$ cat src/rtl/log2_prenorm_pkg.sv
// Shared definitions for the log2 prenormalisation stage and the log2 unit that consumes it.
package log2_pkg;

    // Default operand format: Q5.3
    localparam int unsigned LOG2_IW = 5;
    localparam int unsigned LOG2_FW = 3;

    // Signed characteristic width for a w-bit operand.
    function automatic int unsigned char_width(input int unsigned w);
        return $clog2(w) + 1;
    endfunction

    typedef enum logic [1:0] {
        IDLE,
        SHIFT,
        DONE
    } prenorm_state_e;

endpackage

$ cat src/rtl/log2_prenorm_if.sv
// Operand/result handshake bundle for log2_prenorm.
// master: the side supplying operands and accepting results; slave: the prenorm stage.
interface log2_prenorm_if #(
    parameter int unsigned W  = log2_pkg::LOG2_IW + log2_pkg::LOG2_FW,
    parameter int unsigned CW = log2_pkg::char_width(W)
);
    logic                 in_valid;
    logic                 in_ready;
    logic [W-1:0]         in_x;
    logic                 out_valid;
    logic                 out_ready;
    logic signed [CW-1:0] out_char;
    logic [W-1:0]         out_mant;
    logic                 out_zero;

    modport master (
        output in_valid, in_x, out_ready,
        input  in_ready, out_valid, out_char, out_mant, out_zero
    );

    modport slave (
        input  in_valid, in_x, out_ready,
        output in_ready, out_valid, out_char, out_mant, out_zero
    );
endinterface

$ cat src/rtl/log2_prenorm_lead_one_det.sv
// Combinational priority encoder: position of the most significant set bit of x.
// none is set when x is zero; pos is then 0.
module lead_one_det #(
    parameter int unsigned W = 8
) (
    input  logic [W-1:0]         x,
    output logic [$clog2(W)-1:0] pos,
    output logic                 none
);
    localparam int unsigned PW = $clog2(W);

    // Scan upward so the highest set bit wins.
    always_comb begin
        pos  = '0;
        none = 1'b1;
        for (int i = 0; i < W; i++) begin
            if (x[i]) begin
                pos  = PW'(i);
                none = 1'b0;
            end
        end
    end
endmodule

$ cat src/rtl/log2_prenorm.sv
// Log2 prenormalisation stage: finds the leading one of an unsigned Q IW.FW operand and emits
// the signed characteristic floor(log2 x) plus the mantissa normalised to Q1.(W-1).
// Build option LOG2_PRENORM_FAST_EN: normalise in one cycle through lead_one_det instead of
// shifting one bit per cycle. Results are identical; only latency differs.
module log2_prenorm
    import log2_pkg::*;
#(
    parameter int unsigned IW = LOG2_IW,
    parameter int unsigned FW = LOG2_FW
) (
    input logic          clk,
    input logic          rst,
    log2_prenorm_if.slave bus
);
    localparam int unsigned W  = IW + FW;
    localparam int unsigned CW = char_width(W);

    localparam logic signed [CW-1:0] CharTop  = CW'(IW - 1);
    localparam logic signed [CW-1:0] CharFw   = CW'(FW);
    localparam logic signed [CW-1:0] CharZero = -CharFw;
    localparam logic signed [CW-1:0] CharOne  = CW'(1);

    prenorm_state_e       state;
    logic [W-1:0]         mant;
    logic signed [CW-1:0] chr;
    logic                 zero;
    logic                 valid;

`ifdef LOG2_PRENORM_FAST_EN
    localparam int unsigned PW = $clog2(W);

    logic [PW-1:0] lod_pos;
    logic          lod_none;
    logic [PW-1:0] shamt;

    lead_one_det #(
        .W (W)
    ) u_lod (
        .x    (bus.in_x),
        .pos  (lod_pos),
        .none (lod_none)
    );

    // Left shift that brings the leading one to bit W-1.
    always_comb begin
        shamt = PW'(W - 1) - lod_pos;
    end
`endif

    // Control FSM; all outputs come straight from registers.
    always_ff @(posedge clk) begin
        if (rst) begin
            state <= IDLE;
            mant  <= '0;
            chr   <= '0;
            zero  <= 1'b0;
            valid <= 1'b0;
        end else begin
            unique case (state)
                IDLE: begin
                    if (bus.in_valid) begin
`ifdef LOG2_PRENORM_FAST_EN
                        state <= DONE;
                        valid <= 1'b1;
                        if (lod_none) begin
                            zero <= 1'b1;
                            chr  <= CharZero;
                            mant <= '0;
                        end else begin
                            chr  <= $signed({1'b0, lod_pos}) - CharFw;
                            mant <= bus.in_x << shamt;
                        end
`else
                        mant <= bus.in_x;
                        if (bus.in_x == '0) begin
                            zero  <= 1'b1;
                            chr   <= CharZero;
                            state <= DONE;
                            valid <= 1'b1;
                        end else begin
                            chr   <= CharTop;
                            state <= SHIFT;
                        end
`endif
                    end
                end
                SHIFT: begin
                    if (mant[W-1]) begin
                        state <= DONE;
                        valid <= 1'b1;
                    end else begin
                        mant <= mant << 1;
                        chr  <= chr - CharOne;
                    end
                end
                DONE: begin
                    if (bus.out_ready) begin
                        state <= IDLE;
                        valid <= 1'b0;
                        zero  <= 1'b0;
                    end
                end
                default: state <= IDLE;
            endcase
        end
    end

    assign bus.in_ready  = (state == IDLE);
    assign bus.out_valid = valid;
    assign bus.out_char  = chr;
    assign bus.out_mant  = mant;
    assign bus.out_zero  = zero;
endmodule

$ cat src/flat_wrapper.sv
// flat-port wrapper written by rule: the top's interface ports become plain ports
module log2_prenorm_flat import log2_pkg::*;
#(
    parameter int unsigned IW = LOG2_IW,
    parameter int unsigned FW = LOG2_FW
)
  (clk, rst, bus_in_valid, bus_in_x, bus_out_ready, bus_in_ready, bus_out_valid, bus_out_char, bus_out_mant, bus_out_zero);
  log2_prenorm_if #(.W(8), .CW(4)) bus_i ();
  input logic clk;
  input logic rst;
  input wire logic [$bits(bus_i.in_valid)-1:0] bus_in_valid;
  input wire logic [$bits(bus_i.in_x)-1:0] bus_in_x;
  input wire logic [$bits(bus_i.out_ready)-1:0] bus_out_ready;
  output wire logic [$bits(bus_i.in_ready)-1:0] bus_in_ready;
  output wire logic [$bits(bus_i.out_valid)-1:0] bus_out_valid;
  output wire logic [$bits(bus_i.out_char)-1:0] bus_out_char;
  output wire logic [$bits(bus_i.out_mant)-1:0] bus_out_mant;
  output wire logic [$bits(bus_i.out_zero)-1:0] bus_out_zero;
  assign bus_i.in_valid = bus_in_valid;
  assign bus_i.in_x = bus_in_x;
  assign bus_i.out_ready = bus_out_ready;
  assign bus_in_ready = bus_i.in_ready;
  assign bus_out_valid = bus_i.out_valid;
  assign bus_out_char = bus_i.out_char;
  assign bus_out_mant = bus_i.out_mant;
  assign bus_out_zero = bus_i.out_zero;
  log2_prenorm #(.IW(IW), .FW(FW)) u_core (.clk(clk), .rst(rst), .bus(bus_i));
endmodule
$ cat config.mk
export PLATFORM = sky130hd
export DESIGN_NAME = log2_prenorm_flat
export DESIGN_NICKNAME = d
export VERILOG_FILES = /design/src/rtl/log2_prenorm_pkg.sv /design/src/rtl/log2_prenorm_if.sv /design/src/rtl/log2_prenorm_lead_one_det.sv /design/src/rtl/log2_prenorm.sv /design/src/flat_wrapper.sv
export SDC_FILE = /design/constraint.sdc
export NUM_CORES = 1
export LEC_CHECK = 0
export CAP_MARGIN = 20
export CORE_ASPECT_RATIO = 0.9
export CORE_MARGIN = 4
export CORE_UTILIZATION = 45
export CTS_CLUSTER_SIZE = 10
export DETAILED_ROUTE_END_ITERATION = 8
export PLACE_DENSITY = 0.76
export SLEW_MARGIN = 0
export SYNTH_ARGS = -nofsm -noshare
export SYNTH_HDL_FRONTEND = slang
export SYNTH_SLANG_ARGS = --single-unit
$ cat constraint.sdc
create_clock -name clk -period 2.6 [get_ports clk]
set_clock_uncertainty 0.15 [all_clocks]
set_input_delay 0.52 -clock clk [delete_from_list [all_inputs] [get_ports clk]]
set_output_delay 0.52 -clock clk [all_outputs]
set_load 0.05 [all_outputs]
==> run_results.csv <==
group,metric,value,unit
global_routing,grt_first_pass_wirelength,3.82,mm
drt,dr.pass1.iters,4,
job,maxCapViolations,0,
worst_setup_path,r2r-end,"u_core.state[0]",
yosys,seq_area_frac_synth,0.345,
global_routing,grt_max_degree,21,
yosys,syn_inst,107,
worst_setup_path,reg2reg_slack,650,ps
yosys,synth_top_cell_by_area,"dfxtp_1",
timing,setup_viol,0,
timing,min_period_over_period,0.845,
finish,layout_common_cells,"clkdlybuf4s50_1, dfxtp_1, nor2_1",
finish,layout_commonest_cell,"clkdlybuf4s50_1",
placed_design,gp_congestion,0.875,
worst_setup_path,endpoint_kind,"output port",
power_and_ir_drop,ir_drop,874,uV
yosys,synth_area_per_cell,8.68,um^2
power_and_ir_drop,power_density,1430,nW/um^2
drt,num_vias,938,
die,io_pins,27,
timing,maxSlewHeadroom,0.665,
placed_design,dpl.hpwl,1.80,mm
timing,finalMaxSlewViolations,0,
drt,antenna_left,0,
die,die_area,2850,um^2
finish,syn2layout_area_growth,34.2,%
worst_setup_path,worstPathMaxFanout,5,
worst_setup_path,timing.critical_path.buf_inv,1,
power_and_ir_drop,power,1.78,mW
die,core_area,1930,um^2
status,status,"completed",
worst_setup_path,crit_type,"register to output port",
cts,clk_pin_slew_worst_paths,100,ps
drt,drt_iter0_markers,41,
finish,fin_nets,154,
global_routing,grtUsageTotal,0.170,
worst_setup_path,crit_chain,"clkdlybuf4s50_1",
worst_setup_path,crit_arrival,1530,ps
global_routing,grt-ovfl-total,0,
cts,numCtsBuffers,3,
power_and_ir_drop,p_leak,0.467,nW
yosys,ys_types,36,
die,chipHeight,51.1,um
finish,diodes,0,
hold_path,holdPathStages,2,
drt,drc,0,
cts,clk_path_buf_depth,2,
worst_setup_path,slowest_delay,830,ps
timing,max_freq,455,MHz
yosys,synth_top_area_frac,0.345,
cts,htree_levels,1,
cts,cts_hold_buf,0,
timing,rsz0062_at_grt,"no",
drt,wl,2.37,mm
placed_design,io_buffers,26,
die,num_rows,15,
finish,n_fill_cell,163,
yosys,synthTopCellsByArea,"dfxtp_1, ha_1, a311oi_1, nand3b_1, nor2_1",
worst_setup_path,critPathSlowestCell,"clkdlybuf4s50_1",
die,die_x,55.9,um
finish,drive_gt1_frac,0.103,
timing,finalCriticalPeriod,2200,ps
die,start_util,0.480,
yosys,ys_ff_latch,16,
worst_setup_path,startpoint_type,"register",
cts,cts_root_buf,"clkbuf_4",
hold_path,hold_class,"register to register",
placed_design,dp_slack,249,ps
global_routing,antenna_found_initial,0,
hold_path,whs_endpoint,"u_core.bus.out_char[2]",
global_routing,grt_pass1_vias,856,
cts,cts.sinks,16,
worst_setup_path,required,1930,ps
worst_setup_path,reg2reg_from,"u_core.state[1]",
worst_setup_path,path_delay_family,"buffers and inverters",
timing,fin_ws,402,ps
drt,routedWlPerCell,14.7,um
yosys,syn_nets,124,
cts,clock_latency,290,ps
cts,cts_tree,"yes",
timing,hold_violations,0,
timing,finalSetupTns,0,ps
worst_setup_path,rr_worst_depth,6,
hold_path,hold_path.startpoint,"u_core.bus.out_char[2]",
timing,worstMarginPinSlew,501,ps
drt,via_per_inst,5.83,
yosys,ys_warn_count,0,
yosys,syn-cell-area,928,um^2
cells in the mapped netlist:
library cell	count
o221ai_1	1
nand2_1	9
clkbuf_8	1
clkbuf_1	1
dlygate4sd1_1	1
a21boi_2	1
o211ai_1	1
ha_1	5
or4_1	1
a21oi_2	1
nand3_1	4
a21oi_1	3
inv_1	9
o21ai_1	1
o311ai_1	1
a41o_1	1
buf_2	1
a21boi_1	1
o32ai_1	1
o41ai_1	1
nor4_2	1
dfxtp_1	16
nor2_1	11
mux2i_1	2
buf_6	1
a221oi_1	2
or3_1	1
nor2b_1	1
or4_4	1
mux2_2	1
a311oi_1	7
a21bo_2	1
nor4_1	1
o21ai_0	4
nand2b_1	5
nand3b_1	7
per-layer routing:
| metal | track usage | part of all wire | vias to the layer above |
|---|---|---|---|
| met4 | 0.0474 | 0.013 | 0 |
| met3 | 0.0556 | 0.095 | 8 |
| met5 | 0 | 0 | - |
| li1 | - | - | 453 |
| met2 | 0.293 | 0.46 | 52 |
| met1 | 0.203 | 0.43 | 425 |
kinds of logic (layout without fill, tap and decap cells):
| group | Yosys count | in the layout | synth area share |
|---|---|---|---|
| and+or+nand+nor | 42 | 42 | 0.247 |
| buffers and inverters | 14 | 43 | 0.0822 |
| AOI/OAI and AO/OA | 27 | 27 | 0.225 |
| adders and majority gates | 5 | 5 | 0.0674 |
| muxes | 3 | 3 | 0.0337 |
| DFF | 16 | 16 | 0.345 |
layout make-up:
class                   instances  area (um^2)  area share
inverters                       9         33.8      0.0271
multi-input cells              77          532       0.427
clock buffers                   4         36.3      0.0291
repair buffers                 30          293       0.235
well taps                      25         31.3      0.0251
flip-flops and latches         16          320       0.257
metrics by stage:
step	area (um^2)	std cells	hold WS, ps	util
floorplan	928	107	365	-
global placement	1210	157	309	0.625
detailed placement	1210	157	315	0.625
CTS	1240	161	331	0.643
global route	1250	161	354	0.645
finish	1250	161	328	0.645
where the power goes:
part	internal [mW]	total (mW)	switching [mW]	leakage, nW
logic	0.432	1.18	0.748	0.314
registers	0.346	0.425	0.0791	0.132
clock network	0.0853	0.172	0.0867	0.0210
timing repair:
| action | 4_1_cts | 5_1_grt |
|---|---|---|
| buffers inserted | 0 | 0 |
| resized for setup | 0 | 1 |
| endpoints found under the setup margin | 0 | 1 |
registers in the layout, indices dropped and copies added, names as in the netlist:
| register | flops |
|---|---|
| u_core.state | 2 |
| u_core.bus.out_valid | 1 |
| u_core.bus.out_char | 4 |
| u_core.bus.out_mant | 8 |
| u_core.bus.out_zero | 1 |
worst max-delay path by stage:
stage | from | to | slack, ps | cells after the start
global placement | bus_in_x[7] | u_core.bus.out_valid | 300 | 5
detailed placement | bus_in_x[7] | u_core.bus.out_valid | 250 | 5
global route | u_core.state[1] | bus_in_ready | 360 | 3
CTS | u_core.state[0] | bus_in_ready | 30 | 3
floorplan | u_core.state[1] | u_core.bus.out_char[2] | 590 | 7
finish | u_core.bus.out_char[0] | bus_out_char[0] | 400 | 1
Note: power is estimated with default switching activity, not from simulation.
==> patch: new RTL, config.mk and constraints unchanged <==
Re-encode `prenorm_state_e` (3 states) as one-hot, 3 bits wide.
--- a/src/rtl/log2_prenorm_pkg.sv
+++ b/src/rtl/log2_prenorm_pkg.sv
@@ -10,10 +10,10 @@
         return $clog2(w) + 1;
     endfunction
 
-    typedef enum logic [1:0] {
-        IDLE,
-        SHIFT,
-        DONE
+    typedef enum logic [2:0] {
+        IDLE  = 3'b001,
+        SHIFT = 3'b010,
+        DONE  = 3'b100
     } prenorm_state_e;
 
 endpackage
Formal check against the unedited RTL: no difference found for any inputs over 10 cycles, from zero or initial values and one cycle with rst high; not proved beyond that.
==> patch against the unedited design <==
  * Sequential cell count grew 1
  * Setup slack gained 0.0029 ns
  * Highest routed layer unchanged
  * Routed wire length shrank 1.5%
  * First-iteration DRC count shrank 51%
  * Critical endpoint is now bus_in_ready
  * Critical path depth grew 1
  * Design area grew 0.20%
  * Area after synthesis grew 2.6%
Power is not compared: it rests on default switching activity, and its combinational part moved more than twofold at a synthesized area within 25%.
==> patch: results (changes against the unedited design) <==
clock_network:
  cts_inserted_buffers: 3  # unchanged
worst_setup_path:
  reg2reg_slack_ns: 0.57  # -0.08 ns
  crit_family: "flip-flops"
  cp_slowest_cell: "dfxtp_1"
  rr_startpoint: "u_core.state[1]$_SDFFE_PP0P_"
  slowest_delay_ns: 0.52  # -0.31 ns
  r2r_cells: 4  # -2
  cp-startpoint: "u_core.state[0]$_SDFFE_PP1P_"
  r2r_end: "u_core.bus.out_char[0]$_SDFFE_PP0P_"
  crit_fanout: 11  # +6
grt:
  grt_pass1_wl_um: 4090  # +7.0%
  grt_use_total: 0.177  # +0.00764
  grt_max_degree: 20  # -4.8%
placed_design:
  gp_congestion: 0.770  # -12%
  dp_hpwl_um: 1690  # -5.8%
  dp_slack_ns: 0.268  # +0.0190 ns
cells_and_area:
  n_fill_cell: 179  # +9.8%
  fin_nets: 145  # -5.8%
  clkCellAreaFrac: 0.0210  # -0.00807
  inv_count: 3  # -6
  fin_area_sq_um: 1250  # +0.20%
  multiInputGateArea_sq_um: 544  # +2.4%
  multi_input_cells: 76  # -1.3%
  finish.utilization: 0.634  # -0.0110
  drive_gt1_frac: 0.145  # +0.0421
  nFlopsAndLatches: 17  # +1
  seq_area_frac: 0.273  # +0.0155
  signal_buffers: 31  # +3.3%
  final_cells: 156  # -3.1%
  nonClkBufAreaFrac: 0.236  # +0.00153
power_and_ir_drop:
  irDropWorstVdd_v: 0.000483
timing:
  whs_ns: 0.335  # +0.00722 ns
  relSlewSlack: 0.513  # -0.152
drt:
  vias: 897  # -4.4%
  wirelength_um: 2340  # -1.5%
  drt-initial-drc-count: 20  # -51%
yosys:
  synth_nets: 117  # -5.6%
  synth.area.top_cells: "dfxtp_1 (36%), a211oi_1 (4.7%), a21oi_1 (4.2%), nor2_1 (3.9%), nor3b_1 (3.9%)"
  synth.top_cells.by_count: "dfxtp_1 (17), nor2_1 (10), a21oi_1 (8), nor3_1 (7), a211oi_1 (6)"
  avgSynthCellArea_sq_um: 9.16  # +5.5%
  async_reset_ff_frac: 0  # unchanged
  synth.distinct_cells: 39  # +8.3%
  synth_enable_flop_cells: 0  # unchanged
run_status:
  status: "finished, final reports clean"
hold_path:
  holdPathEnd: "u_core.bus.out_zero$_SDFFE_PP0P_"
  hold_start: "u_core.bus.out_zero$_SDFFE_PP0P_"
[patch: worst reg2reg max path, stage by stage, from the launching register on]
cell and delay (ns):
dfxtp_1 0.46, or3b_1 0.70, o21ai_4 0.38, a31oi_1 0.14
o21a_1 0.12
[patch: where the power goes]
part / switching, uW / total (uW) / internal, uW
clock network: 84.9 / 144 / 59.6
logic: 248 / 402 / 154
registers: 38.0 / 335 / 297
total: 371 / 882 / 511
[patch: metal layers]
| metal | global-route usage | routed length, um | vias to the layer above | part of all wire |
|---|---|---|---|---|
| li1 | - | - | 443 | - |
| met1 | 0.219 | 1080 | 427 | 0.46 |
| met2 | 0.298 | 1090 | 23 | 0.47 |
| met4 | 0.0909 | 35 | 0 | 0.015 |
| met5 | 0 | 0 | - | 0 |
| met3 | 0.0298 | 129 | 4 | 0.055 |
[patch: worst max path at each step]
| stage | endpoint | slack (ns) | depth (start not counted) |
|---|---|---|---|
| 6_report | bus_in_ready | 0.40 | 2 |
| 5_1_grt | bus_in_ready | 0.25 | 2 |
| 4_1_cts | bus_in_ready | 0.39 | 2 |
| 3_5_place_dp | u_core.bus.out_char[1]$_SDFFE_PP0P_ | 0.27 | 6 |
| 3_3_place_gp | u_core.bus.out_char[1]$_SDFFE_PP0P_ | 0.31 | 6 |
| 2_1_floorplan | u_core.state[2]$_SDFFE_PP0P_ | 0.50 | 4 |
[patch: kinds of logic (layout without fill, tap and decap cells)]
logic type,after synthesis,in the layout,share of synthesized area
and+or+nand+nor,45,45,0.309
AOI/OAI and AO/OA,29,29,0.240
DFF,17,17,0.357
buffers and inverters,11,38,0.0709
adders and majority gates,1,1,0.0131
xor gates and xnor gates,1,1,0.00920
